**config.mk**
```make
export PLATFORM = sky130hd
export DESIGN_NAME = intt_addr_seq
export DESIGN_NICKNAME = d
export VERILOG_FILES = /design/src/rtl/intt_addr_seq.sv
export SDC_FILE = /design/constraint.sdc
export NUM_CORES = 1
export LEC_CHECK = 0
export ABC_CLOCK_PERIOD_IN_PS = 5600
export CAP_MARGIN = 10
export CORE_AREA = 5 5 108 110
export DETAILED_ROUTE_END_ITERATION = 7
export DIE_AREA = 0 0 113 115
export GPL_TIMING_DRIVEN = 0
export MAX_ROUTING_LAYER = met4
export PLACE_DENSITY = 0.75
export SLEW_MARGIN = 10
export SYNTH_ARGS = -nofsm -noshare
export SYNTH_HDL_FRONTEND = slang
export SYNTH_SLANG_ARGS = --single-unit
```
**constraint.sdc**
```tcl
create_clock -name clk -period 5.6 [get_ports clk]
set_input_delay 1.12 -clock clk [delete_from_list [all_inputs] [get_ports clk]]
set_output_delay 1.12 -clock clk [all_outputs]
set_load 0.005 [all_outputs]
```
**src/rtl/intt_addr_seq.sv**
```systemverilog
// Inverse-NTT address sequencer: walks layers 8..0 x 256 butterflies, issues read pairs
// and replays them as write-back pairs BF_LAT cycles later.
// Optional macro INTT_LAYER_DRAIN_EN: drain the butterfly pipeline between layers.
module intt_addr_seq #(
  parameter int unsigned BF_LAT = 4
) (
  input  logic       clk,
  input  logic       rst_n,
  input  logic       start,
  input  logic       rd_ready,
  output logic       rd_valid,
  output logic [8:0] rd_addr_a,
  output logic [8:0] rd_addr_pair,
  output logic [3:0] rd_layer,
  output logic [7:0] rd_bf,
  output logic       wr_valid,
  output logic [8:0] wr_addr_a,
  output logic [8:0] wr_addr_pair,
  output logic       busy,
  output logic       done
);

  localparam int unsigned DL_W = BF_LAT * 18;

  typedef enum logic [2:0] {
    S_IDLE,
    S_ISSUE,
    S_DRAIN,
    S_FLUSH,
    S_DONE
  } state_t;

  state_t                  state;
  state_t                  state_nxt;
  logic [3:0]              layer;
  logic [7:0]              bf;
  logic [4:0]              inflight;
  logic [4:0]              inflight_nxt;
  logic                    hs;
  logic                    bf_last;
  logic                    layer_last;
  logic [8:0]              base;
  logic [8:0]              offset;
  logic [8:0]              addr_a;
  logic [8:0]              addr_pair;
  logic [BF_LAT-1:0]       dl_v;
  logic [BF_LAT-1:0][17:0] dl_ap;

  // The 9-bit shift result provides the mod-512 wrap of the base term for free.
  always_comb begin
    base      = {bf, 1'b0} << layer;
    offset    = {1'b0, bf} >> (4'd8 - layer);
    addr_a    = base + offset;
    addr_pair = addr_a + (9'd1 << layer);
  end

  assign hs         = rd_valid & rd_ready;
  assign bf_last    = &bf;
  assign layer_last = (layer == 4'd0);

  always_ff @(posedge clk or negedge rst_n) begin
    if (!rst_n) begin
      state <= S_IDLE;
    end else begin
      state <= state_nxt;
    end
  end

  always_comb begin
    state_nxt = state;
    case (state)
      S_IDLE: begin
        if (start) state_nxt = S_ISSUE;
      end
      S_ISSUE: begin
        if (hs && bf_last) begin
          if (layer_last) begin
            state_nxt = S_FLUSH;
          end else begin
`ifdef INTT_LAYER_DRAIN_EN
            state_nxt = S_DRAIN;
`else
            state_nxt = S_ISSUE;
`endif
          end
        end
      end
      // Looking at the post-update count lets the next state start in the cycle
      // right after the last write-back.
      S_DRAIN: begin
        if (inflight_nxt == 5'd0) state_nxt = S_ISSUE;
      end
      S_FLUSH: begin
        if (inflight_nxt == 5'd0) state_nxt = S_DONE;
      end
      S_DONE:  state_nxt = S_IDLE;
      default: state_nxt = S_IDLE;
    endcase
  end

  always_comb begin
    rd_valid     = (state == S_ISSUE);
    busy         = (state != S_IDLE);
    done         = (state == S_DONE);
    rd_addr_a    = rd_valid ? addr_a    : '0;
    rd_addr_pair = rd_valid ? addr_pair : '0;
    rd_layer     = rd_valid ? layer     : '0;
    rd_bf        = rd_valid ? bf        : '0;
    wr_valid     = dl_v[BF_LAT-1];
    wr_addr_a    = wr_valid ? dl_ap[BF_LAT-1][17:9] : '0;
    wr_addr_pair = wr_valid ? dl_ap[BF_LAT-1][8:0]  : '0;
  end

  always_comb begin
    inflight_nxt = inflight;
    if (hs && !wr_valid) begin
      inflight_nxt = inflight + 5'd1;
    end else if (!hs && wr_valid) begin
      inflight_nxt = inflight - 5'd1;
    end
  end

  // bf wraps to 0 on its own at the end of each layer.
  always_ff @(posedge clk or negedge rst_n) begin
    if (!rst_n) begin
      layer    <= 4'd8;
      bf       <= '0;
      inflight <= '0;
    end else begin
      inflight <= inflight_nxt;
      if (state == S_IDLE && start) begin
        layer <= 4'd8;
        bf    <= '0;
      end else if (hs) begin
        bf <= bf + 8'd1;
        if (bf_last && !layer_last) layer <= layer - 4'd1;
      end
    end
  end

  // Stage 0 holds the newest entry; the oldest falls off the top of the cast.
  always_ff @(posedge clk or negedge rst_n) begin
    if (!rst_n) begin
      dl_v  <= '0;
      dl_ap <= '0;
    end else begin
      dl_v  <= BF_LAT'({dl_v, hs});
      dl_ap <= DL_W'({dl_ap, addr_a, addr_pair});
    end
  end

endmodule

```
Word-level counts from Yosys, hierarchy flattened
Cells that the tools add are included.
{ "classes": {"n_addsub": 7, "n_mul": 0, "n_div": 0, "order_cmp": 0, "n_eq_ne": 8, "shifts": 3, "muxes": 19, "bitwise_logic": 1, "reduce_logical": 17} }
{ "ops": {"columns": ["cell", "n"], "rows": [
  ["$mux 9", 4],
  ["$mux 8", 3],
  ["$add 9x9->9", 2],
  ["$mux 4", 4],
  ["$mux 3", 4],
  ["$pmux 3 s4", 1],
  ["$mux 5", 2],
  ["$shl 1x4->9 const A", 1],
  ["$shl 9x4->9", 1],
  ["$shr 8x4->9", 1],
  ["$add 8x1->8 const B", 1],
  ["$reduce_and 8->1", 1],
  ["$eq 3x2->1 const B", 2],
  ["$ne 2x2->1 const B", 3],
  ["$add 5x1->5 const B", 1],
  ["$logic_and 1x1->1", 5],
  ["$logic_not 5->1", 1],
  ["$sub 5x1->5 const B", 1],
  ["$logic_not 4->1", 1],
  ["$reduce_and 4->1", 1],
  ["$reduce_bool 2->1", 2],
  ["$sub 4x1->4 const B", 1],
  ["$sub 4x4->4 const A", 1],
  ["$eq 3x1->1 const B", 1],
  ["8 further kinds", 10]
]} }
{ "totals": {"regBits": 96, "latch_bits": 0, "ram_bits": 0, "mem_bits_ro": 0, "in_bits": 4, "output_inout_bits": 52, "wordCells": 64, "memories": 0} }

Depth between registers and ports, before layout
Gate-level depths: netlist of the first run.
{ "depth": {"ltp_word": 9, "ltp_mapped": 22} }

Least setup slack after synthesis of the first run
OpenSTA, ideal clock, no wires.
{ "synth_path": {"kind": "reg2out", "from": "register layer[1]", "to": "output rd_addr_pair[8]", "arrival_time_ps": 4000, "path_slack_ps": 480, "stages_incl_launch_ff": 22, "n_path_buf": 2, "cell_sequence": "dfrtp_1 > buf_2 > inv_2 > ha_1 > clkbuf_1 > mux2i_1 > o22a_1 > nor2_1 > a21oi_1 > nor2_1 > ha_1 > fa_1 > a21o_1 > a21oi_1 > o21bai_1 > a21oi_1 > xnor2_1 > ha_1 > a21oi_1 > a21oi_1 > xnor2_1 > and2_1"} }
{ "synth_between": {"elab_chain_len": 5} }
{ "synth_lines": {"columns": ["element", "line_no", "rtl"], "rows": [
  ["start: declaration", "35", "logic [3:0] layer;"],
  ["start signal: assignment", "136", "if (bf_last && !layer_last) layer <= layer - 4'd1;"],
  ["$sub 4x4->4", "52", "offset = {1'b0, bf} >> (4'd8 - layer);"],
  ["$shr 8x4->9", "52", null],
  ["$add 9x9->9 *", "53", "addr_a = base + offset;"],
  ["net addr_a[7]", "44", "logic [8:0] addr_a;"],
  ["$add 9x9->9 *", "54", "addr_pair = addr_a + (9'd1 << layer);"],
  ["net addr_pair[8]", "45", "logic [8:0] addr_pair;"],
  ["$mux 9 *", "106", "rd_addr_pair = rd_valid ? addr_pair : '0;"],
  ["end: declaration", "13", "output logic [8:0] rd_addr_pair,"]
]} }
Mark *: on every way through the listed nets, which the timed path passes. The rest lies on a longest branch.

Worst setup path after layout of the first run
Ends and elaborated chain as after synthesis.

==> summary.md, run 1 <==
| Metric | Value |
|---|---|
| Routed wire length | 9.78 mm |
| H-tree depth | 3 |
| Post-synthesis sequential area ratio | around 52% |
| CTS tree | yes |
| Pwr dens | ~380 nW/um^2 |
| Post-synthesis cell area | 4590 um^2 |
| Die X | ~110 um |
| Final worst path period need | 5.61 ns |
| Synthesized Nets | 443 |
| Worst-skew pair later-pin latency | 0.36 ns |
| Hold Fails Final Rpt | 0 |
| Source of the worst hold timing path | dl_ap[3]$_DFF_PN0_ |
| Crit path DAT | 4.49 ns |
| Pre-CTS setup slack | -0.720 ns |
| Slew @ Worst Pin | 0.633 ns |
| Die Area | between 10000 and 15000 um^2 |
| Worst Hold Class | register to register |
| Worst vdd ir | 0.157 mV |
| Drt wl/cell | 15.2 um |
| Crit Path Max Fanout | 10 |
| Ys flop type | dfrtp_1 |
| Post-synth EDFFs | 0 |
| Max_slew headroom | 57.8% |
| Vias per cell | 5.04 |
| Reg2Reg Launch Point | layer[1]$_DFFE_PN0P_ |
| Cell count after synthesis | 413 |
| CTS Root Cell | clkbuf_8 |
| Dpl hpwl | 6.93 mm |
| Clock share of power | approximately 21% |
| Flops & latches, synth | 96 |
| Sw frac | 31.3% |
| Die H | 115 um |
| Fillcell total | 900 |
| Leak pwr | 2.69 nW |
| Layout cells sized above 1 | a little under a fifth |
| Num CTS Buffers | 9 |
| RSZ-0062 raised after global routing | true |
| # DRC | 0 |
| Synth warn | 0 |
| Final Skew | 0.0152 ns |
| Sink Count | 96 |
| Core Area | about 11000 um^2 |
| Core Rows | 38 |
| Area Overhead vs Synth | 27.9% |
| Synth cell count leaders | dfrtp_1, and2_1, nor2_1 |
| Fin. max-slew vios | 0 |
| Worst Path Required | about 4.5 ns |
| Total power | 2.21 mW |
| Register share of total power | about 45% |
| Post-route antenna net violation count | 0 |
| Slack of the critical path | -0.0129 ns |
| Highest Clock Rate | 178 MHz |
| Port Buf Inserts | 55 |
| Failing checks | setup timing |
| Initial DRC count | between 100 and 150 |
| Combinational share of power | 34.9% |
| Pint | approximately 1.5 mW |
| Worst setup SP type | register |
| Top cells by area, synth | dfrtp_1, ha_1, and2_1 |
| Kind of critical path | register to output pin |
| Final setup viols | 1 |
| Depth of the worst register-to-register path | 19 |
| Count of different cell masters after synthesis | 56 |
| First-pass GRT wire length | 16.1 mm |
| Final worst path period share | 100% |
| Clock transition at the registers of the reported paths | 0.10 ns |
| N_diodes | 0 |
| Vias | between 3000 and 4000 |
| Final Net Count | between 500 and 600 |
| Post-Syn Area per Cell | 11.1 um^2 |
| Critical path endpoint category | output pin |
| FFs w/ async S/R, synth | 100% |
| Largest net degree at the start of global routing | 52 |
| Vias in the first global route | 3189 |
| Cell depth of the worst hold path | 0 |
| Sw Pwr | 0.690 mW |
| Pre-antenna DRT Iters | 4 |
| Most common cell in the netlist | dfrtp_1 |
| Post-synth top area share | 51.8% |
| Max-Cap Viols | 0 |
| IO Count | 56 |
| Routability cong. | approximately 0.88 |
| Count of hold-fix buffers inserted at cts | 0 |
| Initial antenna violation count | 0 |
| Crit. Startpoint | layer[1]$_DFFE_PN0P_ |
| Overall Global Routing Usage | 16.2% |
| Status | finished, violations left |
| Starting density of the core | 43.3% |
| GRT overflow | 0 |
| Clk buf depth | 2 |
| Cell taking the most area after synthesis | dfrtp_1 |
[logic make-up (layout without fill, tap and decap cells)]
kind of cell             after synthesis  count (layout)  synth area share, %
multiplexers                          16              16                 4.47
AND/OR/NAND/NOR                      159             159                 19.0
AO/OA/AOI/OAI                         55              55                 7.96
buffers and inverters                 36             128                 3.76
XOR/XNOR                              25              25                 5.10
adder cells (fa/ha/maj)               26              26                 7.41
flip-flops                            96              96                 52.3
[area by class of cell]
cell class	instances	area, um^2	area share [%]
clock buffer	9	124	2.11
tap	140	175	2.98
inverter	17	88.8	1.51
clock inverter	7	78.8	1.34
sequential	96	2400	40.9
multi-input combinational	281	2170	36.9
timing repair buffer	77	723	12.3
buffer	18	111	1.90
[sequential cells by signal, summed over array words and instances (netlist names)]
register  flops
dl_ap        72
bf            8
inflight      5
dl_v          4
layer         4
state         3
[path summary, 6_finish.rpt]
kind	slack [ns]	end
max reg2reg	1.60	dl_ap[7]$_DFF_PN0_
max in group asynchronous	4.11	layer[3]$_DFFE_PN1P_
min in group asynchronous	0.78	bf[6]$_DFFE_PN0P_
max	-0.01	rd_addr_pair[8]
min reg2reg	0.35	dl_ap[21]$_DFF_PN0_
min	0.35	dl_ap[21]$_DFF_PN0_
[critical path, stage by stage, from the launching register on]
cell,delay [ns]
dfrtp_1,0.38
buf_6,0.13
inv_8,0.05
ha_4,0.27
buf_8,0.12
mux2i_4,0.23
o22a_1,0.22
nor2_1,0.05
a21oi_1,0.13
nor2_1,0.08
ha_2,0.22
fa_2,0.35
a21o_1,0.18
a21oi_2,0.19
buf_4,0.14
o21bai_2,0.06
a21oi_2,0.20
xnor2_2,0.14
ha_1,0.28
a21oi_2,0.14
a21oi_1,0.07
xnor2_1,0.21
and2_1,0.17
buf_2,0.11
[layer usage]
| metal | track usage (%) | up-vias | routed length [um] |
|---|---|---|---|
| met5 | - | - | 0 |
| met4 | 5.61 | 0 | 156 |
| met3 | 2.68 | 16 | 508 |
| met2 | 26.6 | 93 | 5030 |
| met1 | 20.3 | 1576 | 4090 |
| li1 | - | 1565 | - |
[placed cells by master (no fill, tap or decap), types with 3 or more instances in the layout]
master,synthesis,final
xnor2_1,15,10
inv_2,5,3
mux2_1,3,3
nor3b_1,7,6
a21o_1,3,3
ha_1,24,20
xor2_1,8,8
or3_1,3,3
buf_6,3,5
nand2_1,27,27
a21oi_1,23,18
clkbuf_8,0,9
inv_1,11,11
nor2b_1,6,4
inv_8,0,3
buf_2,2,3
clkdlybuf4s50_1,0,49
o21ai_0,6,6
nor3_1,11,10
mux2_2,3,3
and3_1,6,6
a211oi_1,5,5
clkbuf_1,14,11
and2_1,45,45
xnor2_2,1,5
dfrtp_1,95,95
mux2i_1,7,6
buf_4,0,21
nor2_1,38,37
mux4_2,3,3
a21oi_2,0,5
[through the flow]
| step | TNS (ns) | instances | area [um^2] | hold WS [ns] | utilization (%) |
|---|---|---|---|---|---|
| 2_1_floorplan | 0 | 413 | 4590 | 0.331 | - |
| 5_1_grt | -0.478 | 645 | 5870 | 0.346 | 55.4 |
| 4_1_cts | -0.0353 | 640 | 5750 | 0.345 | 54.2 |
| 3_3_place_gp | -1.76 | 608 | 5320 | 0.331 | 50.2 |
| 6_report | -0.0129 | 645 | 5870 | 0.347 | 55.4 |
| 3_5_place_dp | -2.18 | 609 | 5340 | 0.335 | 50.3 |
[power groups by stage]
stage | Sequential, mW | Combinational, mW | Clock [mW]
detailed placement | 1.00 | 0.705 | 0
global route | 1.01 | 0.854 | 0.501
global placement | 0.991 | 0.682 | 0
floorplan | 0.973 | 0.409 | 0
finish | 0.983 | 0.772 | 0.453
CTS | 0.986 | 0.755 | 0.466
[repair_timing]
action | 4_1_cts | 5_1_grt
gates resized for setup | 26 | 27
endpoints found under the setup margin | 10 | 5
pin swaps | 12 | 16
buffers inserted | 16 | 5
No activity file was read; power rests on OpenSTA's default activity.
==> inputs of run 2 (changes only) <==
CELL_PAD_IN_SITES_DETAIL_PLACEMENT = 1   (was default)
CELL_PAD_IN_SITES_GLOBAL_PLACEMENT = 2   (was default)
CORE_AREA = 5 5 118 120   (was 5 5 108 110)
DIE_AREA = 0 0 123 125   (was 0 0 113 115)
PLACE_DENSITY = 0.85   (was 0.75)
==> run 2 against run 1 <==
Compared with the run above:
- the flow still finishes with violations (setup timing)
- sequential share of layout area down 1.8 points
- cell area up 4.5%
- non-clock buffer count is 4 higher
- utilization decreased by 7.7 points
- critical path type unchanged
- largest cell class unchanged
- highest routed layer unchanged
==> summary.md, run 2 (synthesis gave the netlist of run 1 again) <==
| Metric | Value |
|---|---|
| Total power | 2.43 mW |
| Drt wl/cell | 16.9 um |
| Final worst path period need | 5.61 ns |
| Worst-skew pair later-pin latency | 0.34 ns |
| H-tree depth | 3 |
| Finished layout cell area | 6140 um^2 |
| Worst vdd ir | 0.192 mV |
| GRT overflow | 0 |
| Pre-CTS setup slack | -0.874 ns |
| Crit path DAT | 4.49 ns |
| Max incr delay on CP | 0.38 ns |
| Core Area | 12900 um^2 |
| IO Count | 56 |
| Combinational share of power | 32.8% |
| Sw Pwr | 0.765 mW |
| Kind of critical path | register to output pin |
| Pwr dens | 396 nW/um^2 |
| Critical path, cell by cell | buf_6, inv_8, ha_4, clkbuf_16, mux2i_2, o22a_1, nor2_1, a21oi_1, nor2_1, ha_2, fa_2, a21o_1, a21oi_4, buf_6, o21bai_4, a21oi_2, xnor2_2, ha_4, a21oi_4, a21oi_2, xnor2_1, and2_1, buf_2 |
| Port Buf Inserts | 55 |
| Most frequent cells in the layout | dfrtp_1, clkdlybuf4s50_1, and2_1 |
| Register share of total power | between 40 and 50% |
| Leak pwr | approximately 2.7 nW |
| Die X | 123 um |
| CTS Root Cell | clkbuf_16 |
| First-pass GRT wire length | 18.9 mm |
| Slew @ Worst Pin | 0.581 ns |
| Most common cell after layout, fill and taps aside | dfrtp_1 |
| Vias in the first global route | 3670 |
| Placed Instance Area | approximately 5400 um^2 |
| # DRC | 0 |
| Final Skew | between 0.006 and 0.007 ns |
| Reg with most FFs | dl_ap |
| Setup TNS | -0.0146 ns |
| Layout cells sized above 1 | 21.2% |
| Fin. max-slew vios | 0 |
| Slack of the critical path | -0.0146 ns |
| Final worst path period share | 100% |
| CP top delay family | compound AO/OA/AOI/OAI gates |
| Num CTS Buffers | 9 |
| Hold Fails Final Rpt | 0 |
| Dpl hpwl | 7.98 mm |
| Area Overhead vs Synth | 33.7% |
| Max reg flops | 72 |
| Crit Path Max Fanout | 10 |
| Largest registers | dl_ap x72, bf x8, inflight x5 |
| Critical path endpoint category | output pin |
| Largest net degree at the start of global routing | 72 |
| Final Net Count | about 530 |
| Count of hold-fix buffers inserted at cts | 0 |
| Worst Path Required | 4.48 ns |
| Clk buf depth | 2 |
| Routed wire length | ~12 mm |
| Slowest CP cell | dfrtp_1 |
| Vias per cell | 4.91 |
| RSZ-0062 raised after global routing | true |
| Pre-antenna DRT Iters | 4 |
| Sink Count | 96 |
| Overall Global Routing Usage | 16.2% |
| Highest Clock Rate | 178 MHz |
| Failing checks | setup timing |
| N_diodes | 0 |
| Status | finished, violations left |
| Routability cong. | 0.815 |
| Sw frac | 31.5% |
| Initial DRC count | roughly 230 |
| Initial antenna violation count | 0 |
| Buf/Inv on CP | 5 |
| Final setup viols | 1 |
| Max_slew headroom | about 60% |
| Worst Hold Class | register to register |
| Pint | 1.67 mW |
| Clock transition at the registers of the reported paths | 0.07 ns |
| Vias | 3362 |
| Worst setup SP type | register |
| Post-route antenna net violation count | 0 |
| Fillcell total | between 1000 and 1500 |
| Core Rows | 42 |
| Final core occ | between 40% and 50% |
| Clock share of power | 26.1% |
| Die H | between 100 and 150 um |
| Starting density of the core | a little over a third |
| Max-Cap Viols | 0 |
| Die Area | 15400 um^2 |
| CTS tree | yes |
## run 2: cell count changes in the layout (fill, tap and decap cells not counted), sizes merged
cell,previous run,this run
buf,31,33
clkbuf,21,23
clkdlybuf4s50,49,50
clkinv,3,1
dlymetal6s2s,2,1
inv,19,21
## run 2: per-layer routing
layer / share of wire [%] / track usage (%)
met1: 43 / 20.7
met2: 51 / 25.7
met3: 2.9 / 2.21
met4: 2.6 / 6.91
met5: 0 / -
## run 2: worst paths after layout
path                                            from                   end  slack [ns]  cells past startpoint
worst max-delay path            layer[1]$_DFFE_PN0P_       rd_addr_pair[8]       -0.01                     23
worst min-delay path             dl_ap[41]$_DFF_PN0_   dl_ap[59]$_DFF_PN0_        0.35                      0
worst max register to register  layer[1]$_DFFE_PN0P_    dl_ap[8]$_DFF_PN0_        1.46                     23
worst min register to register   dl_ap[41]$_DFF_PN0_   dl_ap[59]$_DFF_PN0_        0.35                      0
max in group asynchronous                      rst_n  layer[3]$_DFFE_PN1P_        4.21                      2
min in group asynchronous                      rst_n   dl_ap[16]$_DFF_PN0_        0.70                      1
## run 2: area by class of cell
cell class	count	area, um^2	area share, %
timing repair buffer	81	758	12.4
buffer	18	121	1.98
multi-input combinational	281	2240	36.5
clock buffer	9	225	3.67
tap	176	220	3.59
clock inverter	7	83.8	1.37
sequential	96	2400	39.2
inverter	17	86.3	1.41
## run 2: worst register-to-register path, stage by stage, from the launching register on
cell and delay [ns]:
dfrtp_1 0.38, buf_6 0.14, inv_8 0.05, ha_4 0.27, clkbuf_16 0.14, mux2i_2 0.22
o22a_1 0.21, nor2_1 0.06, a21oi_1 0.14, nor2_1 0.08, ha_2 0.22, fa_2 0.35
a21o_1 0.22, a21oi_4 0.17, buf_6 0.12, o21bai_4 0.05, a21oi_2 0.17, xnor2_2 0.17
ha_4 0.26, a21oi_4 0.15, a21oi_2 0.05, xnor2_1 0.15, buf_4 0.14, buf_4 0.12
## run 2: metrics by stage
step,std cells,hold WS [ns]
after detailed placement,645,0.336
final,685,0.349
after global placement,644,0.331
after floorplan,413,0.331
after global routing,685,0.354
after CTS,673,0.348
## run 2: power by group through the flow
stage	Combinational, mW	Clock, mW	Sequential, mW
after global routing	0.880	0.682	1.02
after floorplan	0.409	0	0.973
final	0.799	0.635	1.00
after CTS	0.768	0.653	1.01
after global placement	0.694	0	0.991
after detailed placement	0.720	0	1.02
## run 2: what timing repair did
action / 4_1_cts / 5_1_grt
setup endpoints to repair: 11 / 6
pin swaps: 13 / 19
setup buffers: 13 / 12
gates resized for setup: 35 / 26
==> inputs of run 3 (changes only) <==
ABC_CLOCK_PERIOD_IN_PS = 7200   (was 5600)
CORE_AREA = 5 5 115 117   (was 5 5 118 120)
DIE_AREA = 0 0 120 122   (was 0 0 123 125)
PLACE_DENSITY = 0.88   (was 0.85)
clock period = 7.2 ns   (was 5.6 ns; I/O delays follow)
==> run 3 against run 2 <==
Compared with the run above:
- the run now ends clean
- sequential power down 22%
- count of clock-buffer cells in the layout up 1
- via count down 4.5%
- die area down 4.8%
- worst setup slack better by 0.39 ns
- first-iteration DRC count down 24%
- register-to-register slack better by 1.3 ns
- final cell count down 7.4%
- combinational power down 30%
- hold slack about the same
- critical endpoint unchanged
- highest routed layer unchanged
==> summary.md, run 3 (synthesis gave the netlist of run 1 again) <==
| Metric | Value |
|---|---|
| Status | finished clean |
| Most common cell after layout, fill and taps aside | dfrtp_1 |
| Slowest CP cell | ha_2 |
| Critical path endpoint category | output pin |
| Largest net degree at the start of global routing | ~70 |
| Vias in the first global route | 3445 |
| Combinational share of power | 31.3% |
| Kind of critical path | register to output pin |
| Layout cells sized above 1 | 9.30% |
| CTS tree | yes |
| Num CTS Buffers | 9 |
| Final worst path period share | between 90% and 100% |
| Final worst path period need | 6.83 ns |
| Clk buf depth | 2 |
| Sw frac | 31.4% |
| Sink Count | 96 |
| Fillcell total | 1350 |
| Crit path DAT | around 5.4 ns |
| First-pass GRT wire length | 17.9 mm |
| Highest Clock Rate | 146 MHz |
| Fin. max-slew vios | 0 |
| Final Skew | 0.00733 ns |
| Die Area | ~15000 um^2 |
| Die X | about 120 um |
| Most frequent cells in the layout | dfrtp_1, clkdlybuf4s50_1, and2_1 |
| GRT overflow | 0 |
| Reg with most FFs | dl_ap |
| Die H | 122 um |
| Final setup viols | 0 |
| Source of the worst hold timing path | dl_ap[14]$_DFF_PN0_ |
| Max-Cap Viols | 0 |
| Crit path top cell by count | a21oi_1 |
| Max_slew headroom | roughly 48% |
| Crit Path Max Fanout | 11 |
| Pint | 1.22 mW |
| Register share of total power | 43.7% |
| Worst setup SP type | register |
| Vias | 3211 |
| Reg2Reg Launch Point | layer[1]$_DFFE_PN0P_ |
| Pwr dens | 317 nW/um^2 |
| N_diodes | 0 |
| CTS Root Cell | clkbuf_16 |
| IO Count | 56 |
| Initial DRC count | 179 |
| Sw Pwr | 0.560 mW |
| Worst Path Required | about 5.8 ns |
| RSZ-0062 raised after global routing | false |
| Pre-antenna DRT Iters | 4 |
| Overall Global Routing Usage | 16.2% |
| Final Net Count | slightly above 500 |
| Clock transition at the registers of the reported paths | 0.06 ns |
| Critical path, cell by cell | buf_2, inv_2, ha_2, mux2i_1, o22a_1, nor2_1, a21oi_1, nor2_1, ha_1, fa_1, a21o_1, a21oi_1, o21bai_1, a21oi_1, xnor2_1, ha_1, a21oi_1, a21oi_1, xnor2_1, and2_1, clkdlybuf4s50_1 |
| Final core occ | 45.9% |
| Worst vdd ir | 0.119 mV |
| Slew @ Worst Pin | 0.775 ns |
| Routability cong. | approximately 0.9 |
| Core Area | 12300 um^2 |
| Initial antenna violation count | 0 |
| Max incr delay on CP | 0.51 ns |
| Clock share of power | 25.0% |
| Worst-skew pair later-pin latency | 0.34 ns |
| Routed wire length | 10.9 mm |
| Starting density of the core | 37.5% |
| Leak pwr | roughly 2.5 nW |
| Vias per cell | between 5 and 6 |
| # DRC | 0 |
| Core Rows | 41 |
| Drt wl/cell | 17.2 um |
| Setup TNS | 0 ns |
| Max reg flops | 72 |
| Crit. Startpoint | layer[1]$_DFFE_PN0P_ |
| Worst Hold Class | register to register |
| Dpl hpwl | 8.19 mm |
| Port Buf Inserts | 55 |
| Hold Fails Final Rpt | 0 |
| Slack of the critical path | between 0.3 and 0.4 ns |
| Count of hold-fix buffers inserted at cts | 0 |
| Area Overhead vs Synth | 22.6% |
| Largest registers | dl_ap x72, bf x8, inflight x5 |
| H-tree depth | 3 |
| Post-route antenna net violation count | 0 |
| Pre-CTS setup slack | between 0.4 and 0.5 ns |
-- run 3: cell count changes in the layout (fill, tap and decap cells not counted), sizes merged --
| cell | delta |
|---|---|
| buf | -26 |
| bufinv | -1 |
| clkdlybuf4s50 | +4 |
| clkinv | +2 |
| clkinvlp | -1 |
| dlygate4sd2 | -1 |
| dlymetal6s2s | -1 |
| inv | -1 |
-- run 3: worst paths after layout --
| kind | endpoint | slack (ns) | depth (start not counted) |
|---|---|---|---|
| worst max-delay path | rd_addr_pair[8] | 0.37 | 21 |
| worst min-delay path | dl_ap[32]$_DFF_PN0_ | 0.35 | 0 |
| worst max register to register | dl_ap[8]$_DFF_PN0_ | 2.75 | 19 |
| worst min register to register | dl_ap[32]$_DFF_PN0_ | 0.35 | 0 |
| max in group asynchronous | layer[3]$_DFFE_PN1P_ | 5.49 | 2 |
| min in group asynchronous | dl_ap[51]$_DFF_PN0_ | 1.01 | 1 |
-- run 3: per-stage QoR --
step                hold WS, ns  cells  power [mW]  cell area (um^2)
global placement          0.332    618        1.31              5330
detailed placement        0.336    619        1.35              5360
global route              0.353    634        1.90              5630
floorplan                 0.331    413        1.07              4590
CTS                       0.350    634        1.81              5630
finish                    0.348    634        1.78              5630
-- run 3: power groups by stage --
stage               Combinational, mW  Sequential [mW]  Clock (mW)
CTS                             0.568            0.786       0.460
global route                    0.613            0.799       0.484
detailed placement              0.560            0.791           0
floorplan                       0.318            0.757           0
finish                          0.559            0.779       0.446
global placement                0.538            0.770           0
-- run 3: area by class of cell --
type	instances	area (um^2)	area share [%]
buffer	18	92.6	1.64
clock buffer	10	229	4.07
clock inverter	6	47.5	0.844
inverter	17	76.3	1.36
multi-input combinational	281	2020	35.8
sequential	96	2400	42.7
tap	150	188	3.33
timing repair buffer	56	576	10.2
-- run 3: metal layers --
| layer | up-vias | wire (um) | GRT usage [%] |
|---|---|---|---|
| met5 | - | 0 | - |
| met4 | 0 | 190 | 5.37 |
| met3 | 13 | 313 | 2.37 |
| met2 | 59 | 5700 | 28.0 |
| met1 | 1613 | 4710 | 19.4 |
| li1 | 1526 | - | - |
-- run 3: what timing repair did --
item                                    4_1_cts  5_1_grt
endpoints found under the hold margin         0        0
setup buffers                                 0        0
endpoints found under the setup margin        1        1
gates resized for setup                       0        1
pin swaps                                     0        0
-- run 3: worst max-delay path, delay by kind of cell (launching register included) --
kind	cells	cell delay [ns]
AO/OA/AOI/OAI	8	1.22
XOR/XNOR	2	0.45
adder cells (fa/ha/maj)	4	1.53
buffers and inverters	3	0.88
flip-flops	1	0.39
multiplexers	1	0.27
AND/OR/NAND/NOR	3	0.29
